--- src/rtl/msglog_pkg.sv ---
// Shared constants, FSM state type and modulo-index helper for the message log.
package msglog_pkg;

  localparam int unsigned CHAR_W = 8;

  localparam logic [16*CHAR_W-1:0] BLANK_LINE = "[     blank    ]";

  typedef enum logic [0:0] {
    ST_IDLE    = 1'b0,
    ST_REFRESH = 1'b1
  } state_t;

  // (a - b) mod hist for a < hist and b <= 2*hist; explicit wrap so any hist works
  function automatic int unsigned wrap_sub(input int unsigned a,
                                           input int unsigned b,
                                           input int unsigned hist);
    int d;
    d = int'(a) - int'(b);
    if (d < 0) d += int'(hist);
    if (d < 0) d += int'(hist);
    return unsigned'(d);
  endfunction

endpackage

--- src/rtl/msglog_ram.sv ---
// Simple dual-port line store: one write port, one registered read port (BRAM style).
module msglog_ram #(
  parameter int unsigned ENTRIES = 8,
  parameter int unsigned WIDTH   = 128
) (
  input  logic                       clk,
  input  logic                       we,
  input  logic [$clog2(ENTRIES)-1:0] waddr,
  input  logic [WIDTH-1:0]           wdata,
  input  logic [$clog2(ENTRIES)-1:0] raddr,
  output logic [WIDTH-1:0]           rdata
);

  logic [WIDTH-1:0] mem [ENTRIES];

  always_ff @(posedge clk) begin
    if (we) mem[waddr] <= wdata;
    rdata <= mem[raddr];
  end

endmodule

--- src/rtl/message_log.sv ---
// Scrolling history of CHARS-wide text lines with a DEPTH-line flat view that is
// rebuilt one slot per cycle from a circular RAM after every push/clear/scroll.
module message_log
  import msglog_pkg::*;
#(
  parameter int unsigned               CHARS = 16,
  parameter int unsigned               DEPTH = 5,
  parameter int unsigned               HIST  = 8,
  parameter logic [CHARS*CHAR_W-1:0]   BLANK = BLANK_LINE
) (
  input  logic                            clk,
  input  logic                            reset,
  input  logic                            push_valid,
  input  logic [CHARS*CHAR_W-1:0]         push_line,
  output logic                            push_ready,
  input  logic                            clear,
  input  logic                            scroll_up,
  input  logic                            scroll_down,
  output logic [DEPTH*CHARS*CHAR_W-1:0]   view,
  output logic [$clog2(HIST+1)-1:0]       count,
  output logic [$clog2(HIST)-1:0]         scroll_pos,
  output logic                            overflow,
  output logic                            busy
);

  localparam int unsigned LINE_W = CHARS * CHAR_W;
  localparam int unsigned PTR_W  = $clog2(HIST);
  localparam int unsigned CNT_W  = $clog2(HIST + 1);
  localparam int unsigned K_W    = $clog2(DEPTH + 1);

  state_t                        state;
  logic                          started;
  logic [PTR_W-1:0]              wr_ptr;
  logic [PTR_W-1:0]              rd_addr;
  logic [LINE_W-1:0]             rd_data;
  logic [K_W-1:0]                k;
  logic                          blank_q;
  logic                          slot_blank;
  logic [DEPTH-1:0][LINE_W-1:0]  view_q;
  logic                          idle_ev;
  logic                          push_fire;
  logic                          up_fire;
  logic                          down_fire;

  assign push_ready = started && (state == ST_IDLE);
  assign busy       = (state == ST_REFRESH);
  assign view       = view_q;

  assign idle_ev   = push_ready && !clear;
  assign push_fire = idle_ev && push_valid;
  assign up_fire   = idle_ev && !push_valid && scroll_up && !scroll_down &&
                     (32'(scroll_pos) + DEPTH < 32'(count));
  assign down_fire = idle_ev && !push_valid && scroll_down && !scroll_up &&
                     (scroll_pos != '0);

  // Address for slot k; only meaningful while refreshing, always kept in range.
  assign rd_addr    = PTR_W'(wrap_sub(32'(wr_ptr), 32'(scroll_pos) + 32'(k) + 32'd1, HIST));
  assign slot_blank = (32'(scroll_pos) + 32'(k) >= 32'(count));

  msglog_ram #(
    .ENTRIES (HIST),
    .WIDTH   (LINE_W)
  ) u_ram (
    .clk   (clk),
    .we    (push_fire),
    .waddr (wr_ptr),
    .wdata (push_line),
    .raddr (rd_addr),
    .rdata (rd_data)
  );

  always_ff @(posedge clk or posedge reset) begin
    if (reset) begin
      state      <= ST_IDLE;
      started    <= 1'b0;
      wr_ptr     <= '0;
      count      <= '0;
      scroll_pos <= '0;
      overflow   <= 1'b0;
      k          <= '0;
      blank_q    <= 1'b1;
      view_q     <= {DEPTH{BLANK}};
    end else begin
      started <= 1'b1;
      if (clear) begin
        count      <= '0;
        scroll_pos <= '0;
        overflow   <= 1'b0;
        k          <= '0;
        state      <= ST_REFRESH;
      end else if (state == ST_IDLE) begin
        if (push_fire) begin
          wr_ptr <= (wr_ptr == PTR_W'(HIST - 1)) ? '0 : wr_ptr + PTR_W'(1);
          if (count == CNT_W'(HIST)) overflow <= 1'b1;
          else                       count    <= count + CNT_W'(1);
          scroll_pos <= '0;
          k          <= '0;
          state      <= ST_REFRESH;
        end else if (up_fire) begin
          scroll_pos <= scroll_pos + PTR_W'(1);
          k          <= '0;
          state      <= ST_REFRESH;
        end else if (down_fire) begin
          scroll_pos <= scroll_pos - PTR_W'(1);
          k          <= '0;
          state      <= ST_REFRESH;
        end
      end else begin
        // Slot k-1 lands while slot k's address is presented to the RAM.
        blank_q <= slot_blank;
        for (int unsigned s = 0; s < DEPTH; s++) begin
          if (32'(k) == s + 1) view_q[s] <= blank_q ? BLANK : rd_data;
        end
        if (32'(k) == DEPTH) begin
          k     <= '0;
          state <= ST_IDLE;
        end else begin
          k <= k + K_W'(1);
        end
      end
    end
  end

endmodule

--- config.mk ---
export PLATFORM = sky130hd
export DESIGN_NAME = message_log
export DESIGN_NICKNAME = d
export VERILOG_FILES = /design/src/rtl/msglog_pkg.sv /design/src/rtl/msglog_ram.sv /design/src/rtl/message_log.sv
export SDC_FILE = /design/constraint.sdc
export NUM_CORES = 2
export LEC_CHECK = 0
export ABC_AREA = 1
export BUFFER_PORTS_ARGS = -buffer_cell sky130_fd_sc_hd__buf_2
export CAP_MARGIN = 20
export CORE_MARGIN = 8
export CORE_UTILIZATION = 35
export DETAILED_ROUTE_END_ITERATION = 12
export MAX_ROUTING_LAYER = met4
export PLACE_DENSITY = 0.54
export SLEW_MARGIN = 5
export SYNTH_ARGS = -nofsm -noshare
export SYNTH_HDL_FRONTEND = slang
export SYNTH_SLANG_ARGS = --single-unit
--- constraint.sdc ---
create_clock -name clk -period 49.6 [get_ports clk]
set_input_delay 4.96 -clock clk [delete_from_list [all_inputs] [get_ports clk]]
set_output_delay 4.96 -clock clk [all_outputs]
set_load 0.005 [all_outputs]
---- Word-level counts from Yosys, hierarchy flattened ----
Memories as Yosys holds them, arrays and structs flattened. A register that Yosys moved wholly into a read port is not among the register bits.
Index checks and enable logic that the tools add are counted.
storage, ports and cells
  flip-flop bits (word level) ............. 657
  RAM bits ................................ 1,024
  bits of input ports ..................... 134
  output and inout bits ................... 650
  word-level logic and storage cells ...... 100
  memories kept ........................... 1
operators by class
  add/sub/neg operators ................... 11
  order comparisons ....................... 4
  equal/unequal tests ..................... 9
  multiplexer cells ....................... 31
  bitwise operators ....................... 2
  reductions and logical operators ........ 29
memory list
  name       depth  width  read ports  clocked after Yosys merged registers in  wr ports  line              source
  u_ram.mem  8      128    1           1                                        1         msglog_ram.sv:14  logic [WIDTH-1:0] mem [ENTRIES];
operators by type and width
  operator                                                      count
  2-to-1 mux 128 bit                                            1
  less-than comparator 32 x 1 -> 1 bit (second input constant)  2
  2-to-1 mux 3 bit                                              13
  adder 32 x 1 -> 32 bit (second input constant)                1
  adder 32 x 5 -> 32 bit (second input constant)                1
  2-to-1 mux 32 bit                                             1
  subtractor 4 x 32 -> 32 bit                                   1
  AND reduction 3 bit                                           8
  2-to-1 mux 4 bit                                              4
  adder 3 x 1 -> 3 bit (second input constant)                  4
  2-to-1 mux 1 bit                                              12
  logical AND 1 bit                                             10
  == test 3 bit (second input constant)                         3
  == test 3 x 2 -> 1 bit (second input constant)                2
  nonzero test 5 bit                                            1
  adder 3 x 3 -> 4 bit                                          1
  adder 3 x 3 -> 4 bit (second input constant)                  1
  adder 4 x 1 -> 4 bit (second input constant)                  1
  == test 4 bit (second input constant)                         1
  greater-or-equal comparator 4 bit                             1
  zero test 1 bit                                               4
  less-than comparator 4 bit                                    1
  inequality test 2 bit (second input constant)                 2
  AND reduction 2 bit                                           2
  other kinds (6)                                               8

---- Logic depth before layout (Yosys ltp) ----
  word-level depth ........................ 12
  depth in mapped cells ................... 14

---- By module ----
From an unflattened synthesis, not the netlist that was laid out.
unflattened totals
  cells, all modules ...................... 7,401
  area total of the unflattened synthesis .. 73,996.0 µm²
by module, submodules not included
  module       times used  cells an instance  area each (µm²)
  msglog_ram   1           4,570              47,077.7
  message_log  1           2,831              26,918.3

---- Worst setup path after synthesis ----
Ideal clock, no wire load.
  path kind ............................... in2reg
  start point ............................. input port clear
  end point ............................... memory u_ram.mem[2][0], enable pin
  library setup time ...................... 0.773 ns
  arrival ................................. 14.205 ns
  data required time ...................... 48.827 ns
  slack ................................... 34.622 ns
  stages on the path ...................... 4
  cells stage by stage .................... nor2_1 > nand3_1 > or2_2 > nor3_1
between the ends
  longest elaborated chain between the ends .. 5
ends and longest elaborated chain
  element                                 line               source
  start: declaration                      message_log.sv:16  input logic clear,
  zero test 1 bit                         message_log.sv:49  assign idle_ev = push_ready && !clear;
  logical AND 1 bit                       message_log.sv:49
  logical AND 1 bit                       message_log.sv:50  assign push_fire = idle_ev && push_valid;
  2-to-1 mux 1 bit                        msglog_ram.sv:17   if (we) mem[waddr] <= wdata;
  2-to-1 mux 1 bit (implied by the code)  msglog_ram.sv:17
  end: declaration                        msglog_ram.sv:14
Every way passes these cells.

---- Worst setup path after layout ----
  start point ............................. input port clear
  end point ............................... memory u_ram.mem[6][94], enable pin
The elaborated chain is that of the path after synthesis.

==> results_dict.tcl <==
set metrics [dict create \
    netlist_instances 6114 \
    antenna_left 0 \
    crit_start "clear" \
    drt-initial-drc-count 4566 \
    holdWs_ps 460 \
    final_net_count 6964 \
    overflow 0 \
    dp_hpwl_mm 133 \
    die_x_um 461 \
    ir_drop_mv 0.0286 \
    rr_worst_depth 10 \
    synth_fa_ha_area_share_pct 0.411 \
    synthXorXnorAreaFrac_pct 0.121 \
    firstDrtPassIters 6 \
    fin_cells 9672 \
    r2r_setup_slack_ps 44210 \
    leakagePower_nw 33.9 \
    rsz0062_at_grt "no" \
    synth_top_cell_by_area "edfxtp_1" \
    drive_gt1_share_pct 21.7 \
    worstPathMaxFanout 58 \
    cts_root_buf "clkbuf_16" \
    wl_per_cell_um 21.5 \
    grt_pass1_wl_mm 299 \
    synth_compound_area_share_pct 9.35 \
    routed_wl_mm 208 \
    required_ps 50020 \
    design.core.area_um2 197000 \
    cts_sinks 1809 \
    hold_viol 0 \
    fin_setup_tns_ps 0 \
    fmax_ghz 0.125 \
    finalMaxSlewViolations 0 \
    finalCritPeriodShare_pct 16.2 \
    synth_area_leaders "edfxtp_1 (44%), dfrtp_1 (17%), o21ai_0 (8.2%)" \
    dieHeight_um 461 \
    post_cts.repair.setup_buffers 0 \
    yosys.area_share.simple_pct 10.4 \
    vias_per_cell 4.75 \
    r2r-end "u_ram.rdata[42]$_DFF_P_" \
    grt_pass1_vias 42700 \
    yosys_warnings 0 \
    p_per_area_nw_per_um2 56.7 \
    die_area_um2 213000 \
    grt_max_degree 207 \
    ctsHoldBuffers 0 \
    port_buffers 783 \
    ys_ff_latch 1809 \
    place.gp.congestion 0.853 \
    avgSynthCellArea_um2 11.4 \
    cp.arrival_ps 8450 \
    ios 784 \
    clkTransAtPathRegs_ps 60 \
    finalCriticalPeriod_ps 8030 \
    maxCapViolations 0 \
    clock_path_buffers 3 \
    synth_top_family_by_area "simple AND/OR/NAND/NOR gates" \
    ys_types 36 \
    min_path_type "reg2reg" \
    antenna_found_initial 104 \
    clk_latency_ps 820 \
    crit_path_end_kind "flip-flop" \
    synthToLayoutAreaGrowth_pct 18.3 \
    start_util_pct 35.2 \
    setup_viol 0 \
    slew-limit-headroom_pct 25.1 \
    r2r_start "scroll_pos[0]$_DFFE_PP0P_" \
    vias 45900 \
    cts-htree-levels 4 \
    dp.cells 9265 \
    fin_worst_skew_ps 32.0 \
    cts.repair.resized 0 \
    yosys.area.top_type_share_pct 44.3 \
    grt_usage_pct 19.3 \
    rows 163 \
    cp-endpoint "u_ram.mem[6][94]$_DFFE_PP_" \
    synth_nets 6269 \
    syn_area_um2 69400 \
    start_kind "input port" \
    drc 0 \
    synth-seq-area-share_pct 72.0 \
    tightest_slew_ps 1120 \
    cts_tree "built" \
    status "finished, final reports clean" \
    synthMuxAreaShare_pct 2.08 \
    critical_path_class "in2reg" \
    cts_buffers 182 \
]
==> logic make-up (layout without fill, tap and decap cells) <==
family / after synthesis / count (layout)
other: 1 / 64
buffers and inverters: 977 / 1832
multiplexers: 128 / 128
XOR/XNOR: 7 / 7
AND/OR/NAND/NOR: 1876 / 1876
AO/OA/AOI/OAI: 1295 / 1295
flip-flops: 1809 / 1809
adder cells (fa/ha/maj): 21 / 21
==> report_power, final <==
group / leakage, nW / internal (mW) / switching [mW]
logic: 12.7 / 0.406 / 0.782
clock network: 2.93 / 0.788 / 0.582
registers: 18.2 / 1.93 / 0.168
total: 33.9 / 3.12 / 1.53
==> Yosys cell counts, drive strengths merged <==
library cell     n
o21a             1
o21ai         1289
a21oi            3
clkbuf         162
dfxtp          128
inv            637
nand4            5
o211ai           1
xnor2            5
nor2           878
dfstp          196
dfrtp          461
edfxtp        1024
clkinv           1
nor3             7
conb             1
nand3           11
mux2           128
xor2             2
nand2          935
buf            177
a211oi           1
fa               3
or2             40
ha              18
==> layer usage <==
layer,vias up,track usage (%),part of all wire (%)
met5,-,-,0
met4,0,5.79,3.0
met3,358,4.28,7.6
met2,1515,28.6,45
met1,22400,26.8,45
li1,21700,-,-
==> cells in the final DEF (no fill, tap or decap), types with 3 or more instances in the layout <==
master / netlist / routed
buf_2: 156 / 783
clkinv_8: 0 / 3
clkinvlp_4: 0 / 5
inv_1: 633 / 632
nor2_4: 0 / 6
inv_6: 0 / 4
diode_2: 0 / 63
nor2_1: 877 / 865
buf_4: 1 / 49
inv_16: 0 / 4
buf_8: 1 / 3
clkinv_2: 1 / 30
buf_12: 0 / 13
ha_1: 18 / 17
o21ai_1: 152 / 152
nor3_2: 3 / 4
o21ai_0: 1137 / 1137
clkinv_1: 0 / 26
nand2_1: 934 / 934
bufinv_16: 0 / 12
clkbuf_16: 0 / 185
clkbuf_1: 161 / 49
nand3_1: 11 / 11
mux2_2: 128 / 128
nand4_1: 5 / 5
inv_2: 4 / 3
dfstp_2: 196 / 195
nor3_4: 0 / 3
a21oi_1: 3 / 3
nor2_2: 1 / 7
edfxtp_1: 1024 / 1024
clkbuf_8: 0 / 24
dfrtp_1: 461 / 461
dfxtp_1: 128 / 128
or2_2: 40 / 40
==> critical path: stages <==
cell     delay, ps
buf_2          150
nor2_1         140
nand3_1        260
or2_2          450
nor2_4         750
buf_4          830
buf_4          720
==> state kept, by name, indices dropped and copies added (netlist names) <==
signal	count
k	3
blank_q	1
busy	1
u_ram.mem	1024
scroll_pos	3
wr_ptr	3
view	640
started	1
overflow	1
u_ram.rdata	128
count	4
==> final cells by class <==
| cell class | count | area [µm²] |
|---|---|---|
| fill | 18700 | 115000 |
| sequential | 1809 | 50000 |
| multi-input combinational | 3328 | 15600 |
| clock buffer | 258 | 5140 |
| timing repair buffer | 850 | 4610 |
| tap | 2640 | 3300 |
| inverter | 638 | 2420 |
| clock inverter | 86 | 858 |
| antenna | 63 | 158 |
==> worst min-delay path by stage <==
stage                           from                     to  slack (ps)  cells after the start
5_1_grt        view[579]$_DFFE_PP1P_  view[579]$_DFFE_PP1P_         470                      2
6_report       view[573]$_DFFE_PP1P_  view[573]$_DFFE_PP1P_         460                      2
4_1_cts        view[573]$_DFFE_PP1P_  view[573]$_DFFE_PP1P_         460                      2
3_3_place_gp   view[534]$_DFFE_PP0P_  view[534]$_DFFE_PP0P_         450                      2
3_5_place_dp   view[573]$_DFFE_PP1P_  view[573]$_DFFE_PP1P_         450                      2
2_1_floorplan  view[632]$_DFFE_PP1P_  view[632]$_DFFE_PP1P_         450                      2
==> per-stage QoR <==
step / util (%) / power [mW] / instance area [µm²] / setup WS, ps
2_1_floorplan: - / 2.65 / 69400 / 26550
3_3_place_gp: 38.5 / 3.30 / 75900 / 40700
3_5_place_dp: 38.5 / 3.33 / 76000 / 40670
4_1_cts: 41.6 / 4.71 / 82000 / 41570
5_1_grt: 41.6 / 4.91 / 82100 / 41330
6_report: 41.6 / 4.65 / 82100 / 41570
Power figures use the tool's default switching activity.
